### src/rtl/lrelu_cfg_loader_pkg.sv
// Shared state type, widths and beat-count helpers
// for the LeakyReLU config loader.
package lrelu_cfg_loader_pkg;

  localparam int MEMBERS_DEF = 12;
  localparam int KH_MAX_DEF  = 3;
  localparam int KW_MAX_DEF  = 3;

  typedef enum logic [1:0] {
    IDLE,
    LOAD,
    DONE
  } lrelu_state_t;

  function automatic int clog2m(input int v);
    return (v > 1) ? $clog2(v) : 1;
  endfunction

  function automatic int clip(input int v, input int lim);
    return (v > lim) ? lim : v;
  endfunction

  // one beat per group of four lanes, per kernel tap
  function automatic int calc_sel_beats(input int members);
    return (members + 3) / 4;
  endfunction

  function automatic int calc_beats_total(
    input int kw2,
    input int members
  );
    return (kw2 + 1) * (kw2 + 1) * calc_sel_beats(members);
  endfunction

  function automatic int calc_beats_max(
    input int kw_max,
    input int members
  );
    return calc_beats_total((kw_max - 1) / 2, members);
  endfunction

  function automatic int calc_beats_total_max();
    return calc_beats_max(KW_MAX_DEF, MEMBERS_DEF);
  endfunction

  localparam int BITS_KH2   = clog2m((KH_MAX_DEF + 1) / 2);
  localparam int BITS_KW2   = clog2m((KW_MAX_DEF + 1) / 2);
  localparam int BITS_KH    = clog2m(KH_MAX_DEF > KW_MAX_DEF ?
                                     KH_MAX_DEF : KW_MAX_DEF);
  localparam int BITS_CLR_I = clog2m((KW_MAX_DEF + 1) / 2);
  localparam int BITS_W_SEL = 2;

  localparam int BITS_BEATS_TOTAL = clog2m(calc_beats_total_max());
  localparam int BITS_W_ADDR      = BITS_BEATS_TOTAL;

endpackage

### src/rtl/lrelu_beats_counter.sv
// Nested beat counter: lane group inside kernel tap
// inside colour, plus a flat beat index.
module lrelu_beats_counter
  import lrelu_cfg_loader_pkg::*;
#(
  parameter int MEMBERS = 12
) (
  input  logic                   clk,
  input  logic                   rstn,
  input  logic                   en,
  input  logic [BITS_KW2-1:0]    kw2,
  output logic [BITS_W_SEL-1:0]  sel,
  output logic [BITS_KH-1:0]     mtb,
  output logic [BITS_CLR_I-1:0]  clr_i,
  output logic [BITS_W_ADDR-1:0] addr,
  output logic                   full
);

  localparam int SEL_N = calc_sel_beats(MEMBERS);

  logic [BITS_BEATS_TOTAL-1:0] idx;
  logic [BITS_BEATS_TOTAL-1:0] beats_last;
  logic sel_last, mtb_last, clr_last;

  assign beats_last = BITS_BEATS_TOTAL'(
    calc_beats_total(int'(kw2), MEMBERS) - 1);

  assign sel_last = (sel == BITS_W_SEL'(SEL_N - 1));
  // colour c spans 2c+1 kernel taps
  assign mtb_last = (mtb == BITS_KH'({clr_i, 1'b0}));
  assign clr_last = (clr_i == BITS_CLR_I'(kw2));
  assign full     = (idx == beats_last);
  assign addr     = BITS_W_ADDR'(idx);

  always_ff @(posedge clk or negedge rstn) begin
    if (!rstn) begin
      idx   <= '0;
      sel   <= '0;
      mtb   <= '0;
      clr_i <= '0;
    end else if (en) begin
      idx <= full ? '0 : idx + 1'b1;
      sel <= sel_last ? '0 : sel + 1'b1;
      if (sel_last) begin
        mtb <= mtb_last ? '0 : mtb + 1'b1;
      end
      if (sel_last && mtb_last) begin
        clr_i <= clr_last ? '0 : clr_i + 1'b1;
      end
    end
  end

endmodule

### src/rtl/lrelu_cfg_loader.sv
// Streams config beats into the external config RAM,
// checking framing against the expected beat count.
module lrelu_cfg_loader
  import lrelu_cfg_loader_pkg::*;
#(
  parameter int MEMBERS    = 12,
  parameter int KH_MAX     = 3,
  parameter int KW_MAX     = 3,
  parameter int WORD_WIDTH = 8
) (
  input  logic                          clk,
  input  logic                          rstn,
  input  logic                          start,
  input  logic [BITS_KH2-1:0]           kh2,
  input  logic [BITS_KW2-1:0]           kw2,
  input  logic                          s_valid,
  output logic                          s_ready,
  input  logic [MEMBERS*WORD_WIDTH-1:0] s_data,
  input  logic                          s_last,
  output logic                          wr_en,
  output logic [BITS_W_SEL-1:0]         wr_sel,
  output logic [BITS_CLR_I-1:0]         wr_clr_i,
  output logic [BITS_KH-1:0]            wr_mtb,
  output logic [BITS_W_ADDR-1:0]        wr_addr,
  output logic [MEMBERS*WORD_WIDTH-1:0] wr_data,
  output logic                          busy,
  output logic                          done,
  output logic                          err
);

  localparam int KH2_LIM = (KH_MAX - 1) / 2;
  localparam int KW2_LIM = (KW_MAX - 1) / 2;

  lrelu_state_t state, state_nx;

  logic accept, begin_load, frame_err;
  logic cnt_clr, cnt_rstn;
  logic [BITS_KW2-1:0] kw2_q;
  logic [BITS_KH2-1:0] kh2_q;
  logic unused_kh2;

  logic [BITS_W_SEL-1:0]  c_sel;
  logic [BITS_KH-1:0]     c_mtb;
  logic [BITS_CLR_I-1:0]  c_clr_i;
  logic [BITS_W_ADDR-1:0] c_addr;
  logic                   c_full;

  assign accept     = s_valid & (state == LOAD);
  assign cnt_rstn   = rstn & ~cnt_clr;
  assign unused_kh2 = ^kh2_q;

  lrelu_beats_counter #(
    .MEMBERS (MEMBERS)
  ) u_cnt (
    .clk   (clk),
    .rstn  (cnt_rstn),
    .en    (accept),
    .kw2   (kw2_q),
    .sel   (c_sel),
    .mtb   (c_mtb),
    .clr_i (c_clr_i),
    .addr  (c_addr),
    .full  (c_full)
  );

  always_ff @(posedge clk or negedge rstn) begin
    if (!rstn) state <= IDLE;
    else       state <= state_nx;
  end

  always_comb begin
    state_nx   = state;
    s_ready    = 1'b0;
    busy       = 1'b0;
    done       = 1'b0;
    begin_load = 1'b0;
    frame_err  = 1'b0;
    unique case (state)
      LOAD: begin
        s_ready = 1'b1;
        busy    = 1'b1;
        if (s_valid) begin
          if (c_full && s_last) begin
            state_nx = DONE;
          end else if (c_full || s_last) begin
            frame_err = 1'b1;
            state_nx  = IDLE;
          end
        end
      end
      IDLE, DONE: begin
        done = (state == DONE);
        if (start) begin
          begin_load = 1'b1;
          state_nx   = LOAD;
        end
      end
      default: state_nx = IDLE;
    endcase
  end

  // oversized kernel configs saturate to what the datapath holds
  always_ff @(posedge clk or negedge rstn) begin
    if (!rstn) begin
      cnt_clr <= 1'b1;
      kw2_q   <= '0;
      kh2_q   <= '0;
      err     <= 1'b0;
    end else begin
      cnt_clr <= (state_nx != LOAD);
      if (begin_load) begin
        kw2_q <= BITS_KW2'(clip(int'(kw2), KW2_LIM));
        kh2_q <= BITS_KH2'(clip(int'(kh2), KH2_LIM));
        err   <= 1'b0;
      end else if (frame_err) begin
        err <= 1'b1;
      end
    end
  end

  always_ff @(posedge clk or negedge rstn) begin
    if (!rstn) begin
      wr_en    <= 1'b0;
      wr_sel   <= '0;
      wr_clr_i <= '0;
      wr_mtb   <= '0;
      wr_addr  <= '0;
      wr_data  <= '0;
    end else begin
      wr_en <= accept;
      if (accept) begin
        wr_sel   <= c_sel;
        wr_clr_i <= c_clr_i;
        wr_mtb   <= c_mtb;
        wr_addr  <= c_addr;
        wr_data  <= s_data;
      end
    end
  end

endmodule

### config.mk
export PLATFORM = sky130hd
export DESIGN_NAME = lrelu_cfg_loader
export DESIGN_NICKNAME = d
export VERILOG_FILES = /design/src/rtl/lrelu_cfg_loader_pkg.sv /design/src/rtl/lrelu_beats_counter.sv /design/src/rtl/lrelu_cfg_loader.sv
export SDC_FILE = /design/constraint.sdc
export NUM_CORES = 1
export LEC_CHECK = 0
export CORE_MARGIN = 4
export CORE_UTILIZATION = 34
export DETAILED_ROUTE_END_ITERATION = 10
export GPL_TIMING_DRIVEN = 0
export MAX_ROUTING_LAYER = met4
export PLACE_DENSITY_LB_ADDON = 0.1
export SLEW_MARGIN = 0
export SYNTH_ARGS = -nofsm -noshare
export SYNTH_HDL_FRONTEND = slang
export SYNTH_SLANG_ARGS = --single-unit
### constraint.sdc
create_clock -name clk -period 1.9 [get_ports clk]
set_input_delay 0.38 -clock clk [delete_from_list [all_inputs] [get_ports clk]]
set_output_delay 0.38 -clock clk [all_outputs]
set_load 0.02 [all_outputs]
==> metrics.txt, run 1 <==
Final #Nets=851; Clk Latency, worst-skew pair=0.41 ns; number of synthesized flops with an enable pin=0; Reg2Reg Setup Slack=0.13 ns; post-synth top area share=0.637; Crit Path Category=flop to primary output; clock buffer depth=2; post-layout min period=1.80 ns; post-synthesis sequential area ratio=0.642; post-synthesis xor/xnor area fraction=0.00187; Root Driver=clkbuf_16; largest net degree at the start of global routing=60; Synth Area in Simple Gates=0.278; Reg clk slew, reported paths=0.05 ns; Hold Violations, Final=0; port bufs=211; total die area=15700 sq um; GRT overflow=0; worst clock skew=0.00564 ns; drt first pass iters=4; Crit. End Element=primary output; Lkg Pwr=3.76 nW; Peak VDD IR=0.866 mV; Least-Margin Pin Slew=0.755 ns; last weighted congestion value of the routability-driven placer=0.792; total power=0.0136 W; cell count after synthesis=514; area occupied by multi-input gates=1510 sq um; startpoint types=flop; Num CTS Buffers=17; number of global-route vias before repair=4210; CP Data Arrival Time=1.42 ns; Slew Limit Fails=0; Setup Viol. Count Final=0; Vert. Die Dim=125 um; cell taking the most area after synthesis=dfrtp_1; synthesized-area fraction occupied by adder cells=0.00803; Synth area leaders=dfrtp_1, nand2_1, buf_4; Clock Sinks=120; post-synth net total=620; core area=13300 sq um; Max-cap violations=0; Routed WL=13100 um; Slew Limit Headroom=0.497; Initial Utilization=0.350; count of cell types in the netlist=33; Synth Flop Type=dfrtp_1; post-route core utilization=0.572; antenna violations before repair=0; Fmax=556 MHz; async set or reset register ratio after synthesis=1.00; CTS tree=yes; crit path max fanout=4; main combinational cell family by area after synthesis=simple AND/OR/NAND/NOR gates; HPWL after DPL=9720 um; routed len/inst=14.0 um; hold buffers post-CTS=0; first-pass GRT wire length=21500 um; Final period util=0.947; I/O pins=213; post-synthesis compound-gate area fraction=0.0281; diode count=0; Iter 0 DRT Violations=160; vias per cell=4.39; worst r2r dst=state[0]$_DFF_PN0_; WP data required=1.52 ns; Register-to-Register Path Depth=7; final cell count without fillers=934; RSZ-0062 raised after global routing=no; FF-to-FF Start=u_cnt.addr[0]$_DFFE_PN0P_; outcome=finished, final reports clean; cell total after placement=902; Reg area=3010 sq um; H-tree Lvls=4; Synth-to-Final Area Change=63.3%; post-CTS setup buffers=0; Horiz. Die Dim=125 um; HP Class=input port to asynchronous set/reset pin; share of post-route cells with drive strength above 1=0.0792; Mean Syn Cell Area=9.10 sq um; Fill cells=1186; PD cells=1790 nW/um^2; Cell Area, Synth=4680 sq um; Synthesis Warnings=0; drt drc=0; row count=42; FF+latch count, synth=120; post-synthesis mux area share=0.00482; Via Count=4103; DRT antenna net count=0; Tot GR Track Use=0.177
==> registers in the layout (all words and copies together), names as in the netlist <==
register	count
wr_mtb	2
wr_clr_i	1
u_cnt.mtb	2
wr_data	96
wr_sel	2
cnt_clr	1
state	2
wr_en	1
u_cnt.sel	2
err	1
u_cnt.addr	4
kw2_q	1
u_cnt.clr_i	1
wr_addr	4
==> how the worst max path moves through the flow <==
stage          slack, ns                       from                      end
2_1_floorplan       0.26  u_cnt.addr[0]$_DFFE_PN0P_       state[0]$_DFF_PN0_
3_3_place_gp       -3.88                       rstn  wr_data[24]$_DFFE_PN0P_
3_5_place_dp       -0.31                       rstn  u_cnt.clr_i$_DFFE_PN0P_
4_1_cts             0.02         state[0]$_DFF_PN0_                  s_ready
5_1_grt             0.03         state[0]$_DFF_PN0_                  s_ready
6_report            0.10         state[0]$_DFF_PN0_                  s_ready
==> cell type report <==
type / count / share of cell area
plain buffers: 25 / 0.0188
clock buffers: 24 / 0.0657
clock inverters: 8 / 0.0121
inverters: 7 / 0.00344
multi-input cells: 362 / 0.198
flip-flops and latches: 120 / 0.394
well taps: 176 / 0.0288
repair buffers: 212 / 0.279
==> stage by stage <==
step / TNS [ns] / hold WS, ns / area [sq um] / setup slack (ns)
final: 0 / 0.0404 / 7630 / 0.100
after floorplan: 0 / 0.0844 / 4680 / 0.257
after detailed placement: -2.77 / 0.462 / 7030 / -0.308
after CTS: 0 / 0.0506 / 7630 / 0.0179
after global placement: -460.73 / 0.457 / 7010 / -3.88
after global routing: 0 / 0.0930 / 7630 / 0.0302
==> cell usage in the layout, fill, tap and decap left out, drive strengths merged <==
cell	synthesis	layout
nand3	1	1
inv	7	7
o21ai	10	10
buf	20	22
a21boi	1	1
nor3	2	2
mux2	2	2
a21oi	3	3
a21o	2	2
o22ai	1	1
nand3b	2	2
clkinvlp	0	1
dlygate4sd2	0	3
clkbuf	5	29
nor2	3	3
nor2b	3	3
o31ai	1	1
dfrtp	119	119
or3	2	2
nand4	1	1
clkinv	0	5
o211ai	1	1
dfstp	1	1
ha	3	3
bufinv	0	2
nor4	1	1
o32a	1	1
nand2b	1	1
xnor2	1	1
a22o	1	1
clkdlybuf4s50	0	207
nand2	319	319
==> power breakdown <==
group | switching [W] | leakage, nW | internal, W
clock network | 0.00106 | 0.296 | 0.00209
logic | 0.00323 | 1.98 | 0.00276
registers | 0.000737 | 1.49 | 0.00375
==> per-layer routing <==
layer,part of all wire,track usage,routed length (um),vias up
met5,0,-,0,-
met4,0.016,0.0631,215,0
li1,-,-,-,2041
met3,0.071,0.0661,927,19
met2,0.46,0.269,6020,153
met1,0.45,0.219,5890,1890
==> what timing repair did <==
action,in CTS,in global routing
resized for setup,5,2
cloned,0,0
endpoints found under the hold margin,0,0
pin swaps,0,0
endpoints found under the setup margin,3,10
==> cells in the mapped netlist, drive strengths merged, types with 3 or more instances <==
cell type / count
a21oi: 3
o21ai: 10
nor2b: 3
inv: 7
buf: 20
nand2: 319
nor2: 3
clkbuf: 5
ha: 3
dfrtp: 119
==> logic make-up (layout without fill, tap and decap cells) <==
group | Yosys count | after routing
simple gates | 335 | 335
mux | 2 | 2
buf+inv | 32 | 276
fa+ha+maj | 3 | 3
compound gates | 21 | 21
xor+xnor | 1 | 1
flops | 120 | 120
==> worst max-delay path: stages, from the launching register on <==
cell and delay, ns:
dfrtp_2 0.40, nor2b_4 0.19, buf_4 0.11, dlygate4sd2_1 0.32
No activity file was read; power rests on OpenSTA's default activity.
==> inputs of run 2 (changes only) <==
CORE_MARGIN = 2   (was 4)
==> metrics.txt, run 2 (same netlist as run 1, synthesis figures left out) <==
outcome=finished, final reports clean (unchanged); delay-heaviest family, CP=buffers and inverters (unchanged); cell total after placement=903 (was 902); core area=13300 sq um (unchanged); HP Class=flop to asynchronous set/reset pin (was input port to asynchronous set/reset pin); Slew Limit Headroom=0.431 (was 0.497); Reg clk slew, reported paths=0.05 ns (about the same); Crit. End Element=primary output (unchanged); Root Driver=clkbuf_16 (unchanged); number of global-route vias before repair=4157 (was 4210); I/O pins=213 (unchanged); Slew Limit Fails=0 (unchanged); Least-Margin Pin Slew=0.851 ns (was 0.755 ns); diode count=0 (unchanged); vias per cell=4.48 (was 4.39); Vert. Die Dim=121 um (was 125 um); Iter 0 DRT Violations=148 (was 160); clock buffer depth=2 (unchanged); DRT antenna net count=0 (unchanged); GRT overflow=0 (unchanged); worst clock skew=0.00678 ns (was 0.00564 ns); Initial Utilization=0.350 (unchanged); Fill cells=1209 (was 1186); Clock Sinks=120 (unchanged); Reg with most FFs=wr_data (unchanged); drt first pass iters=4 (unchanged); CP Data Arrival Time=1.42 ns (about the same); setup TNS=0 ns (unchanged); drt drc=0 (unchanged); Num CTS Buffers=17 (unchanged); post-CTS setup buffers=0 (unchanged); routed len/inst=14.0 um (about the same); Peak VDD IR=0.814 mV (was 0.866 mV); CTS tree=yes (unchanged); commonest non-fill, non-tap cell in the layout=nand2_1 (unchanged); Clk Latency, worst-skew pair=0.41 ns (about the same); post-layout min period=1.80 ns (about the same); Worst path slowest cell=dfrtp_2 (unchanged); last weighted congestion value of the routability-driven placer=0.742 (was 0.792); CP Cell Sequence=nor2b_4 > buf_4 > dlygate4sd2_1 (unchanged); max reg flops=96 (unchanged); crit path max fanout=4 (unchanged); total power=0.0134 W (was 0.0136 W); port bufs=211 (unchanged); row count=42 (unchanged); first-pass GRT wire length=20700 um (was 21500 um); startpoint types=flop (unchanged); Hold Violations, Final=0 (unchanged); area occupied by multi-input gates=1510 sq um (about the same); WP buf/inv=2 (unchanged); Max-cap violations=0 (unchanged); WP data required=1.52 ns (about the same); Synth-to-Final Area Change=62.7% (was 63.3%); final cell count without fillers=932 (was 934); post-route core utilization=0.570 (was 0.572); Final #Nets=853 (was 851); Reg area=3010 sq um (unchanged); Tot GR Track Use=0.186 (was 0.177); Worst path max stage delay=0.40 ns (about the same); HPWL after DPL=9420 um (was 9720 um); Crit Path Category=flop to primary output (unchanged); Routed WL=13000 um (was 13100 um); H-tree Lvls=4 (unchanged); Setup Viol. Count Final=0 (unchanged); Fmax=555 MHz (was 556 MHz); WHS=0.468 ns (was 0.0404 ns); Final period util=0.949 (was 0.947); RSZ-0062 raised after global routing=no (unchanged); commonest cells after routing, fill and taps aside=nand2_1, clkdlybuf4s50_1, dfrtp_1, clkbuf_16, buf_4 (unchanged); Horiz. Die Dim=121 um (was 125 um); largest net degree at the start of global routing=72 (was 60); Lkg Pwr=3.75 nW (was 3.76 nW); antenna violations before repair=0 (unchanged); total die area=14700 sq um (was 15700 sq um); PD cells=1760 nW/um^2 (was 1790 nW/um^2); share of post-route cells with drive strength above 1=0.0754 (was 0.0792); Via Count=4178 (was 4103)
==> run 2: changes by cell type in the layout (fill, tap and decap cells not counted) <==
| cell | previous run | this run |
|---|---|---|
| clkbuf_8 | 5 | 7 |
| buf_12 | 0 | 1 |
| nor2b_1 | 1 | 2 |
| bufinv_16 | 2 | 0 |
| clkinvlp_4 | 1 | 0 |
| clkbuf_1 | 7 | 6 |
| dlygate4sd3_1 | 0 | 1 |
| nor2b_2 | 1 | 0 |
| clkinv_2 | 5 | 3 |
==> run 2: per-layer routing <==
| metal | GRT usage | wire [um] | vias up |
|---|---|---|---|
| met5 | - | 0 | - |
| met4 | 0.0704 | 259 | 0 |
| met3 | 0.0550 | 941 | 24 |
| met2 | 0.284 | 5900 | 163 |
| met1 | 0.236 | 5910 | 1952 |
| li1 | - | - | 2039 |
==> run 2: worst paths after layout <==
check / start / end / slack [ns] / cells past startpoint
max: state[0]$_DFF_PN0_ / s_ready / 0.1 / 3
min: cnt_clr$_DFF_PN1_ / u_cnt.sel[1]$_DFFE_PN0P_ / 0.47 / 1
max reg2reg: u_cnt.addr[0]$_DFFE_PN0P_ / state[0]$_DFF_PN0_ / 0.11 / 7
min reg2reg: cnt_clr$_DFF_PN1_ / u_cnt.sel[1]$_DFFE_PN0P_ / 0.47 / 1
max in group asynchronous: rstn / u_cnt.addr[1]$_DFFE_PN0P_ / 0.18 / 4
min in group clk: wr_data[9]$_DFFE_PN0P_ / wr_data[9]$_DFFE_PN0P_ / 0.47 / 2
==> run 2: timing repair <==
action / in CTS / in global routing
hold buffers: 1 / 0
gates resized for setup: 5 / 1
setup endpoints to repair: 3 / 1
hold endpoints to repair: 66 / 0
==> run 2: per-stage QoR <==
| step | area, sq um | setup slack (ns) |
|---|---|---|
| 2_1_floorplan | 4680 | 0.257 |
| 3_3_place_gp | 7010 | -3.86 |
| 3_5_place_dp | 7050 | 0.0342 |
| 4_1_cts | 7610 | 0.0149 |
| 5_1_grt | 7610 | 0.00203 |
| 6_report | 7610 | 0.0970 |
==> run 2: final cells by class <==
| type | count | share of cell area |
|---|---|---|
| sequential | 120 | 0.395 |
| timing repair buffer | 214 | 0.284 |
| multi-input combinational | 362 | 0.198 |
| clock buffer | 25 | 0.0691 |
| tap | 176 | 0.0289 |
| buffer | 25 | 0.0189 |
| inverter | 7 | 0.00345 |
| clock inverter | 3 | 0.00197 |
==> run 2: where the power goes <==
part           leakage (nW)  internal (W)  switching [W]
Clock                 0.273       0.00187        0.00103
Sequential             1.49       0.00375       0.000742
Combinational          1.99       0.00276        0.00323
Total                  3.75       0.00838        0.00500
